**config.mk**
```make
export PLATFORM = sky130hd
export DESIGN_NAME = br_writer_flat
export DESIGN_NICKNAME = d
export VERILOG_FILES = /design/src/rtl/br_writer_pkg.sv /design/src/rtl/br_writer_if.sv /design/src/rtl/br_bitpacker.sv /design/src/rtl/br_writer.sv /design/src/flat_wrapper.sv
export SDC_FILE = /design/constraint.sdc
export NUM_CORES = 1
export LEC_CHECK = 0
export BUFFER_PORTS_ARGS = -buffer_cell sky130_fd_sc_hd__buf_2
export CORE_MARGIN = 1.5
export CORE_UTILIZATION = 41
export CTS_CLUSTER_DIAMETER = 80
export DETAILED_ROUTE_END_ITERATION = 8
export GPL_TIMING_DRIVEN = 0
export PLACE_DENSITY = 0.62
export REMOVE_ABC_BUFFERS = 1
export SLEW_MARGIN = 25
export SYNTH_ARGS = -nofsm -noshare
export SYNTH_HDL_FRONTEND = slang
export SYNTH_SLANG_ARGS = --single-unit
```
**constraint.sdc**
```tcl
create_clock -name clk -period 4.87 [get_ports clk]
set_input_delay 1.461 -clock clk [delete_from_list [all_inputs] [get_ports clk]]
set_output_delay 1.461 -clock clk [all_outputs]
set_load 0.005 [all_outputs]
```
**src/rtl/br_writer_pkg.sv**
```systemverilog
// br_writer_pkg: shared constants, FSM encoding and the chunk mask helper
// for the bit-reservoir writer.
package br_writer_pkg;

  localparam int BR_ADDR_W = 8;
  localparam int BR_DEPTH  = 256;
  localparam int WORD_W    = 16;
  localparam int NBITS_W   = 5;

  typedef enum logic [0:0] {
    ST_ACCEPT = 1'b0,
    ST_FLUSH  = 1'b1
  } br_state_e;

  // Low n bits set; lengths above WORD_W saturate to a full word.
  function automatic logic [WORD_W-1:0] chunk_mask(input logic [NBITS_W-1:0] n);
    if (n >= NBITS_W'(WORD_W)) return '1;
    return (WORD_W'(1) << n) - WORD_W'(1);
  endfunction

endpackage

```
**src/rtl/br_writer_if.sv**
```systemverilog
// br_writer_if: variable-length chunk input stream of the reservoir writer.
//   in_valid  chunk present
//   in_ready  chunk taken when in_valid && in_ready
//   in_data   chunk bits, right-aligned
//   in_nbits  chunk length 0..16 (0 = accepted, nothing appended)
interface br_writer_if;
  import br_writer_pkg::*;

  logic                in_valid;
  logic                in_ready;
  logic [WORD_W-1:0]   in_data;
  logic [NBITS_W-1:0]  in_nbits;

  modport master (output in_valid, output in_data, output in_nbits, input in_ready);
  modport slave  (input in_valid, input in_data, input in_nbits, output in_ready);

endinterface

```
**src/rtl/br_bitpacker.sv**
```systemverilog
// br_bitpacker: MSB-first shift-append accumulator for the reservoir writer.
//   clk, resetn, clear  clock, sync active-low reset, sync clear
//   push, nbits, data   append nbits of data (right-aligned) this cycle
//   flush_take          discard the partial word (it has been written out)
//   fill                number of pending bits held (0..15)
//   word_vld, word      a full 16-bit word completes with this push
//   flush_word          pending bits moved to the MSBs, zero-padded
module br_bitpacker
  import br_writer_pkg::*;
(
  input  logic                clk,
  input  logic                resetn,
  input  logic                clear,
  input  logic                push,
  input  logic [NBITS_W-1:0]  nbits,
  input  logic [WORD_W-1:0]   data,
  input  logic                flush_take,
  output logic [NBITS_W-1:0]  fill,
  output logic                word_vld,
  output logic [WORD_W-1:0]   word,
  output logic [WORD_W-1:0]   flush_word
);

  // Only the low 'fill' bits of acc are meaningful; fill never exceeds 15
  // between cycles, so 16 bits of storage suffice.
  logic [WORD_W-1:0]    acc;
  logic [NBITS_W-1:0]   n_eff;
  logic [2*WORD_W-1:0]  acc_cat;
  logic [NBITS_W-1:0]   fill_sum;
  logic [NBITS_W-1:0]   sh;

  always_comb begin
    n_eff      = (nbits > NBITS_W'(WORD_W)) ? NBITS_W'(WORD_W) : nbits;
    acc_cat    = ({{WORD_W{1'b0}}, acc} << n_eff) | {{WORD_W{1'b0}}, data & chunk_mask(n_eff)};
    // 15 + 16 = 31 still fits in five bits.
    fill_sum   = fill + n_eff;
    word_vld   = push && (fill_sum >= NBITS_W'(WORD_W));
    sh         = fill_sum - NBITS_W'(WORD_W);
    word       = WORD_W'(acc_cat >> sh);
    // fill == 0 shifts everything out, giving 0, which is never written.
    flush_word = WORD_W'({{WORD_W{1'b0}}, acc} << (NBITS_W'(WORD_W) - fill));
  end

  always_ff @(posedge clk) begin
    if (!resetn || clear) begin
      acc  <= '0;
      fill <= '0;
    end else if (flush_take) begin
      acc  <= '0;
      fill <= '0;
    end else if (push) begin
      acc  <= acc_cat[WORD_W-1:0];
      fill <= word_vld ? sh : fill_sum;
    end
  end

endmodule

```
**src/rtl/br_writer.sv**
```systemverilog
// br_writer: write side of the 256x16 bit reservoir. Packs chunks into
// 16-bit words, writes them to the reservoir RAM and tracks occupancy.
//   clk, resetn, clear        clock, sync active-low reset, sync clear
//   in_if                     chunk stream (valid/ready/data/nbits)
//   flush, flush_done         pad-and-write partial word; completion pulse
//   br_we, br_wr_address,
//   br_datain                 registered RAM write port
//   br_update                 reader consumed one word
//   br_count, br_count_is_zero,
//   br_full                   occupancy 0..DEPTH and its flags
//   br_rd_start               address of the oldest held word
module br_writer
  import br_writer_pkg::*;
#(
  parameter int ADDR_W = BR_ADDR_W,
  parameter int DEPTH  = 2**ADDR_W
) (
  input  logic              clk,
  input  logic              resetn,
  input  logic              clear,
  br_writer_if.slave        in_if,
  input  logic              flush,
  output logic              flush_done,
  output logic              br_we,
  output logic [ADDR_W-1:0] br_wr_address,
  output logic [WORD_W-1:0] br_datain,
  input  logic              br_update,
  output logic [ADDR_W:0]   br_count,
  output logic              br_count_is_zero,
  output logic              br_full,
  output logic [ADDR_W-1:0] br_rd_start
);

  localparam logic [ADDR_W+1:0] DEPTH_X = (ADDR_W+2)'(DEPTH);

  br_state_e            state, state_nxt;
  logic [ADDR_W-1:0]    wptr;
  logic                 we_p1, fd_p1;
  logic [WORD_W-1:0]    data_p1;

  logic                 in_rdy, push, flush_take;
  logic                 wr_nxt, fd_nxt;
  logic [WORD_W-1:0]    wdata_nxt;
  logic                 room, dec;
  logic [ADDR_W+1:0]    cnt_pend;

  logic [NBITS_W-1:0]   fill;
  logic                 word_vld;
  logic [WORD_W-1:0]    word, flush_word;

  br_bitpacker u_pack (
    .clk        (clk),
    .resetn     (resetn),
    .clear      (clear),
    .push       (push),
    .nbits      (in_if.in_nbits),
    .data       (in_if.in_data),
    .flush_take (flush_take),
    .fill       (fill),
    .word_vld   (word_vld),
    .word       (word),
    .flush_word (flush_word)
  );

  // The write is registered, so the word sitting on br_we this cycle is
  // not yet in br_count; counting it here keeps a write from landing at DEPTH.
  assign cnt_pend = {1'b0, br_count} + (ADDR_W+2)'(we_p1);
  assign room     = cnt_pend < DEPTH_X;
  assign dec      = br_update && (br_count != '0);

  always_ff @(posedge clk) begin
    if (!resetn || clear) state <= ST_ACCEPT;
    else                  state <= state_nxt;
  end

  always_comb begin
    state_nxt  = state;
    in_rdy     = 1'b0;
    push       = 1'b0;
    flush_take = 1'b0;
    wr_nxt     = 1'b0;
    wdata_nxt  = word;
    fd_nxt     = 1'b0;
    case (state)
      ST_ACCEPT: begin
        in_rdy = room && !flush;
        push   = in_if.in_valid && in_rdy;
        wr_nxt = word_vld;
        if (flush) state_nxt = ST_FLUSH;
      end
      ST_FLUSH: begin
        if (fill == '0) begin
          fd_nxt    = 1'b1;
          state_nxt = ST_ACCEPT;
        end else if (room) begin
          wr_nxt     = 1'b1;
          wdata_nxt  = flush_word;
          flush_take = 1'b1;
          fd_nxt     = 1'b1;
          state_nxt  = ST_ACCEPT;
        end
      end
      default: state_nxt = ST_ACCEPT;
    endcase
  end

  // p0 -> p1: decided write becomes the RAM strobe; pointer and count
  // advance on the edge that retires it.
  always_ff @(posedge clk) begin
    if (!resetn || clear) begin
      wptr     <= '0;
      br_count <= '0;
      we_p1    <= 1'b0;
      fd_p1    <= 1'b0;
      data_p1  <= '0;
    end else begin
      we_p1    <= wr_nxt;
      fd_p1    <= fd_nxt;
      if (wr_nxt) data_p1 <= wdata_nxt;
      if (we_p1)  wptr <= wptr + ADDR_W'(1);
      br_count <= br_count + (ADDR_W+1)'(we_p1) - (ADDR_W+1)'(dec);
    end
  end

  assign in_if.in_ready   = in_rdy;
  assign br_we            = we_p1;
  assign br_wr_address    = wptr;
  assign br_datain        = data_p1;
  assign flush_done       = fd_p1;
  assign br_count_is_zero = (br_count == '0);
  assign br_full          = (br_count == (ADDR_W+1)'(DEPTH));
  assign br_rd_start      = wptr - br_count[ADDR_W-1:0];

endmodule

```
**src/flat_wrapper.sv**
```systemverilog
// flat-port wrapper written by rule: the top's interface ports become plain ports
module br_writer_flat import br_writer_pkg::*;
#(
  parameter int ADDR_W = BR_ADDR_W,
  parameter int DEPTH  = 2**ADDR_W
)
  (clk, resetn, clear, flush, flush_done, br_we, br_wr_address, br_datain, br_update, br_count, br_count_is_zero, br_full, br_rd_start, in_if_in_valid, in_if_in_data, in_if_in_nbits, in_if_in_ready);
  br_writer_if in_if_i ();
  input  logic clk;
  input  logic resetn;
  input  logic clear;
  input  logic flush;
  output logic flush_done;
  output logic br_we;
  output logic [ADDR_W-1:0] br_wr_address;
  output logic [WORD_W-1:0] br_datain;
  input  logic br_update;
  output logic [ADDR_W:0] br_count;
  output logic br_count_is_zero;
  output logic br_full;
  output logic [ADDR_W-1:0] br_rd_start;
  input wire logic [$bits(in_if_i.in_valid)-1:0] in_if_in_valid;
  input wire logic [$bits(in_if_i.in_data)-1:0] in_if_in_data;
  input wire logic [$bits(in_if_i.in_nbits)-1:0] in_if_in_nbits;
  output wire logic [$bits(in_if_i.in_ready)-1:0] in_if_in_ready;
  assign in_if_i.in_valid = in_if_in_valid;
  assign in_if_i.in_data = in_if_in_data;
  assign in_if_i.in_nbits = in_if_in_nbits;
  assign in_if_in_ready = in_if_i.in_ready;
  br_writer #(.ADDR_W(ADDR_W), .DEPTH(DEPTH)) u_core (.clk(clk), .resetn(resetn), .clear(clear), .in_if(in_if_i), .flush(flush), .flush_done(flush_done), .br_we(br_we), .br_wr_address(br_wr_address), .br_datain(br_datain), .br_update(br_update), .br_count(br_count), .br_count_is_zero(br_count_is_zero), .br_full(br_full), .br_rd_start(br_rd_start));
endmodule
```
; ---- Word level (Yosys, flattened, before mapping)
; Index checks and enable logic that the tools add are counted.
[op_classes]
addsub = 9
n_lt_le_gt_ge = 4
eq_ne = 1
shift = 4
muxes = 19
n_bitwise = 3
n_reduce_logical = 12
[op_table]
columns = operator, n
row1 = $mux 16, 5
row2 = $or 32x16->32, 1
row3 = $shl 16x5->32, 1
row4 = $shr 32x5->16, 1
row5 = $and 16x16->16, 1
row6 = $shl 1x5->16 const A, 1
row7 = $shl 16x5->16, 1
row8 = $sub 16x2->16 const B, 1
row9 = $add 9x1->10, 1
row10 = $ge 5x5->1 const B, 2
row11 = $lt 10x9->1 const B, 1
row12 = $mux 1, 10
row13 = $mux 5, 2
row14 = $add 9x1->9, 1
row15 = $eq 9x9->1 const B, 1
row16 = $logic_not 9->1, 1
row17 = $reduce_bool 9->1, 1
row18 = $sub 9x1->9, 1
row19 = $add 8x1->8 const B, 1
row20 = $sub 8x8->8, 1
row21 = $add 5x5->5, 1
row22 = $gt 5x5->1 const B, 1
row23 = $logic_not 5->1, 1
row24 = $sub 5x5->5 const A, 1
row25 = 7 further kinds, 13
[word_totals]
register_bits = 57
output_inout_bits = 46
wordCells = 60

; ---- Logic depth before layout (Yosys ltp)
[depth]
ltp_word = 11
ltp_mapped = 18

; ---- By module
; A second synthesis with hierarchy kept.
[unflattened]
cells_unflattened = 1011
hier_area_um2 = 7673.6
[modules_own_cells]
columns = module, n_inst, cells_each, area_per_inst_um2
row1 = br_bitpacker, 1, 745, 5320.1
row2 = br_writer, 1, 266, 2353.5

; ---- Worst setup path after synthesis
; No wires, ideal clock.
[synth_timing]
path_type = input to register
startpoint = input port in_if_in_nbits[0]
endpoint = register u_core.data_p1[2] (netlist: u_core.br_datain[2])
setup_time_ns = 0.125
arrival_ns = 4.188
required_ns = 4.745
path_slack_ns = 0.557
stages = 15
cell_sequence = buf_6 > nand2b_1 > buf_4 > inv_1 > ha_1 > inv_1 > fa_1 > nand2b_1 > a21oi_1 > xor2_1 > nand2_1 > a221oi_1 > o211ai_1 > a211oi_1 > a31oi_1
[synth_between]
elab_chain_len = 11
word_cells_on_any_way = 19
[synth_rtl]
columns = item, line
row1 = start: declaration, flat_wrapper.sv:24  ; input wire logic [$bits(in_if_i.in_nbits)-1:0] in_if_in_nbits;
row2 = $gt 5x5->1, br_bitpacker.sv:33  ; n_eff = (nbits > NBITS_W'(WORD_W)) ? NBITS_W'(WORD_W) : nbits;
row3 = $mux 5 *, br_bitpacker.sv:33
row4 = $shl 1x5->16 / $ge 5x5->1 (equally long branches), "br_writer_pkg.sv:18, br_writer_pkg.sv:17"
row5 = $sub 16x2->16 / $mux 1 (equally long branches), "br_writer_pkg.sv:18, br_writer_pkg.sv:17"
row6 = $mux 16, br_writer_pkg.sv:18  ; return (WORD_W'(1) << n) - WORD_W'(1);
row7 = $and 16x16->16, br_bitpacker.sv:34  ; acc_cat = ({{WORD_W{1'b0}}, acc} << n_eff) | {{WORD_W{1'b0}}, data & chunk_mask(n_eff)};
row8 = $or 32x16->32, br_bitpacker.sv:34
row9 = $shr 32x5->16, br_bitpacker.sv:39  ; word = WORD_W'(acc_cat >> sh);
row10 = $mux 16, br_writer.sv:95  ; end else if (room) begin
row11 = $mux 16, br_writer.sv:92  ; if (fill == '0) begin
row12 = $mux 16, br_writer.sv:84  ; case (state)
row13 = end signal: assignment, br_writer.sv:119  ; if (wr_nxt) data_p1 <= wdata_nxt;
row14 = end: declaration, br_writer.sv:39  ; logic [WORD_W-1:0] data_p1;
; Mark *: on every way between the ends. The rest lies on a longest branch, timed or not.
; A chain may end at the register's enable or synchronous reset.

; ---- Worst setup path in the final report
[layout_timing]
startpoint = input port in_if_in_nbits[1]
endpoint = register u_core.data_p1[3] (netlist: u_core.br_datain[3])
; The elaborated chain is that of the path after synthesis.

==> results.md <==
* Warnings, synthesis at 0
* Initial Util at 0.418
* Starting DRT DRC Count at ~1000
* Tot GR Track Use at 0.278
* Die ar. at ~18000 sq um
* Final setup fails at 0
* Chip width at between 100 and 150 um
* Cell area after synthesis at 7170 sq um
* Top FF cell, synth: dfxtp_1
* Worst VDD drop at approximately 170 uV
* Routed WL at 25700 um
* Outcome: completed
* Post-synth ARST share at 0
* Largest net degree at the start of global routing at 62
* Cell breakdown of the critical path: buf_4 -> inv_2 -> nor2_1 -> inv_1 -> fa_2 -> buf_12 -> clkinvlp_4 -> mux2i_1 -> mux2_2 -> o22ai_1 -> o21ai_1 -> a22o_1
* Row count at 48
* Slew Limit Fails at 0
* FF+latch area at approximately 1100 sq um
* Sequential-to-total area share from yosys stat at 0.159
* Leak at just over 0.003 uW
* Hold WS at slightly below 0.5 ns
* Max clock buf depth at 2
* ANT cells at 0
* Global placement routability congestion at approximately 0.96
* Period utilization at 0.986
* Count of input and output buffers at 72
* Core ar. at 17200 sq um
* Vias per Instance at approximately 6.5
* Share of cells above drive strength 1 at 0.170
* DP Wirelength at about 18000 um
* Critical Path Start: in_if_in_nbits[1]
* Reg2Reg Depth at 10
* Area delta synth->final at 11.8%
* CTS Sinks at between 50 and 60
* Root Driver: clkbuf_16
* EDFF count, synth at 0
* Required @ worst endpoint at approximately 5 ns
* Hold path startpoint: u_core.br_datain[10]
* I/O pins at 73
* Fin crit period at roughly 4.8 ns
* Vias at just under 8000
* Post-synthesis register bit count at 57
* Antenna viol nets, final at 0
* Hold Path Class: reg2reg
* Worst-Skew Late Latency at between 0.3 and 0.4 ns
* Crit path max fanout at 47
* Max-Cap Viols at 0
* Final Hold Viols at 0
* Multi-input logic area at between 5000 and 6000 sq um
* Hold-fix buffers, CTS at 0
* Worst setup EP type: flip-flop
* NumNets Final at 1056
* Worst slew pin tran at 0.931 ns
* CTS tree: done
* Relative slew slack at 0.379
* Worst Path Arrival at ~5 ns
* Gr ovfl total at 0
* Crit path max-delay cell type: fa_2
* Clk_skew at 0.00650 ns
* Fmax at 208 MHz
* Total CTS buffers at 9
* Final worst slack at about 0.07 ns
* CTS H-Tree Depth at 3
* RSZ-0062 raised after global routing: false
* Hold Path Cell Cnt at 2
* Cell variety after synth at 84
* Die H at around 140 um
* Layout fillers at approximately 1800
* Drc violations at 0
* Drt wl/cell at about 21 um
* Worst-path clk slew at approximately 0.05 ns
* RR Startpoint: u_core.u_pack.fill[0]
* Initial antenna violation count at 0
* Cells after Synth at roughly 1000
* Setup TNS at 0 ns
* Pwr/cell area at ~290 nW/um^2
* Post-Syn Area per Cell at about 7.3 sq um
* Place WS at -1.68 ns
* Setup crit start kind: primary input
* First-pass GRT wire length at slightly below 40000 um
* Pre-antenna DRT Iters at 5
* CP peak stage delay at roughly 0.83 ns
* Setup Crit Path Kind: in2reg
* Vias in the first global route at 7009
[cell families (layout without fill, tap and decap cells)]
| group | after synthesis | after routing | synth area share |
|---|---|---|---|
| and+or+nand+nor | 339 | 339 | 0.226 |
| AOI/OAI and AO/OA | 328 | 328 | 0.319 |
| buffers and inverters | 129 | 145 | 0.0785 |
| muxes | 64 | 64 | 0.115 |
| DFF | 57 | 57 | 0.159 |
| adders and majority gates | 37 | 37 | 0.0677 |
| xor gates and xnor gates | 27 | 27 | 0.0340 |
[critical path: cells and delay by family]
kind | cells | cell delay, ns
AO/OA/AOI/OAI | 3 | 0.63
adder cells (fa/ha/maj) | 1 | 0.83
buffers and inverters | 5 | 1.35
AND/OR/NAND/NOR | 1 | 0.19
multiplexers | 2 | 0.52
[sequential cells by signal (all words and copies together) (netlist names)]
name	cells
u_core.u_pack.acc	16
u_core.state	1
u_core.br_we	1
u_core.br_datain	16
u_core.br_count	9
u_core.flush_done	1
u_core.br_wr_address	8
u_core.u_pack.fill	5
[cell usage in the layout (no fill, tap or decap), types with 5 or more instances in the layout]
cell,n
a211o_1,6
a211oi_1,22
a21o_1,8
a21oi_1,75
a221o_1,5
a221oi_1,10
a22oi_1,11
a31oi_1,20
and2_1,7
buf_2,72
buf_4,11
clkbuf_16,9
dfxtp_1,57
ha_1,32
inv_1,33
mux2_2,17
mux2i_1,35
mux4_2,9
nand2_1,100
nand2b_1,12
nand3_1,18
nand4_1,9
nor2_1,100
nor2b_1,13
nor3_1,35
nor3b_1,6
o211ai_1,15
o21a_1,6
o21ai_0,51
o221ai_1,5
o22ai_1,15
o31ai_1,9
o32ai_1,10
or3_1,6
xnor2_1,11
xor2_1,10
[metrics by stage]
step                       util  cells  power [uW]  area, sq um
after CTS                 0.460   1212        2340         7910
after detailed placement  0.439   1194        1680         7530
after floorplan               -    890        1320         6750
after global placement    0.430   1187        1660         7390
final                     0.467   1222        2350         8020
after global routing      0.467   1222        2520         8020
[power breakdown]
part           internal (uW)  switching [uW]
Clock                    423             223
Combinational            488             644
Sequential               503            72.8
[cells in the mapped netlist, types with 20 or more instances]
| library cell | n | area share |
|---|---|---|
| nand2_1 | 101 | 0.053 |
| nor2_1 | 101 | 0.053 |
| a21oi_1 | 75 | 0.052 |
| clkbuf_1 | 60 | 0.031 |
| dfxtp_1 | 57 | 0.16 |
| o21ai_0 | 51 | 0.036 |
| inv_1 | 35 | 0.018 |
| mux2i_1 | 35 | 0.049 |
| nor3_1 | 35 | 0.024 |
| ha_1 | 34 | 0.059 |
| a211oi_1 | 22 | 0.023 |
| a31oi_1 | 20 | 0.017 |
[layer usage]
metal	vias to the layer above	global-route usage	wire length, um
met5	-	0	0
met2	485	0.420	11300
li1	3682	-	-
met4	0	0.0848	681
met3	72	0.0580	2700
met1	3700	0.395	11100
[final timing paths]
check / end / slack [ns]
hold / removal: u_core.br_datain[10] / 0.48
hold reg to reg: u_core.br_datain[10] / 0.48
setup / recovery: u_core.br_datain[3] / 0.07
setup reg to reg: u_core.br_datain[11] / 0.90
[final cells by class]
class | instances | area share
Timing Repair inverter | 2 | 0.00156
Tap cell | 225 | 0.0351
Multi-Input combinational cell | 795 | 0.697
Inverter | 38 | 0.0187
Sequential cell | 57 | 0.142
Clock buffer | 12 | 0.0320
Timing Repair Buffer | 89 | 0.0673
Clock inverter | 4 | 0.00640
[timing repair]
| action | in CTS | in global routing |
|---|---|---|
| resized for setup | 14 | 7 |
| setup endpoints to repair | 17 | 16 |
| setup buffers | 0 | 10 |
| gates cloned | 2 | 0 |
| pin swaps | 0 | 2 |
Note: power is estimated with default switching activity, not from simulation.
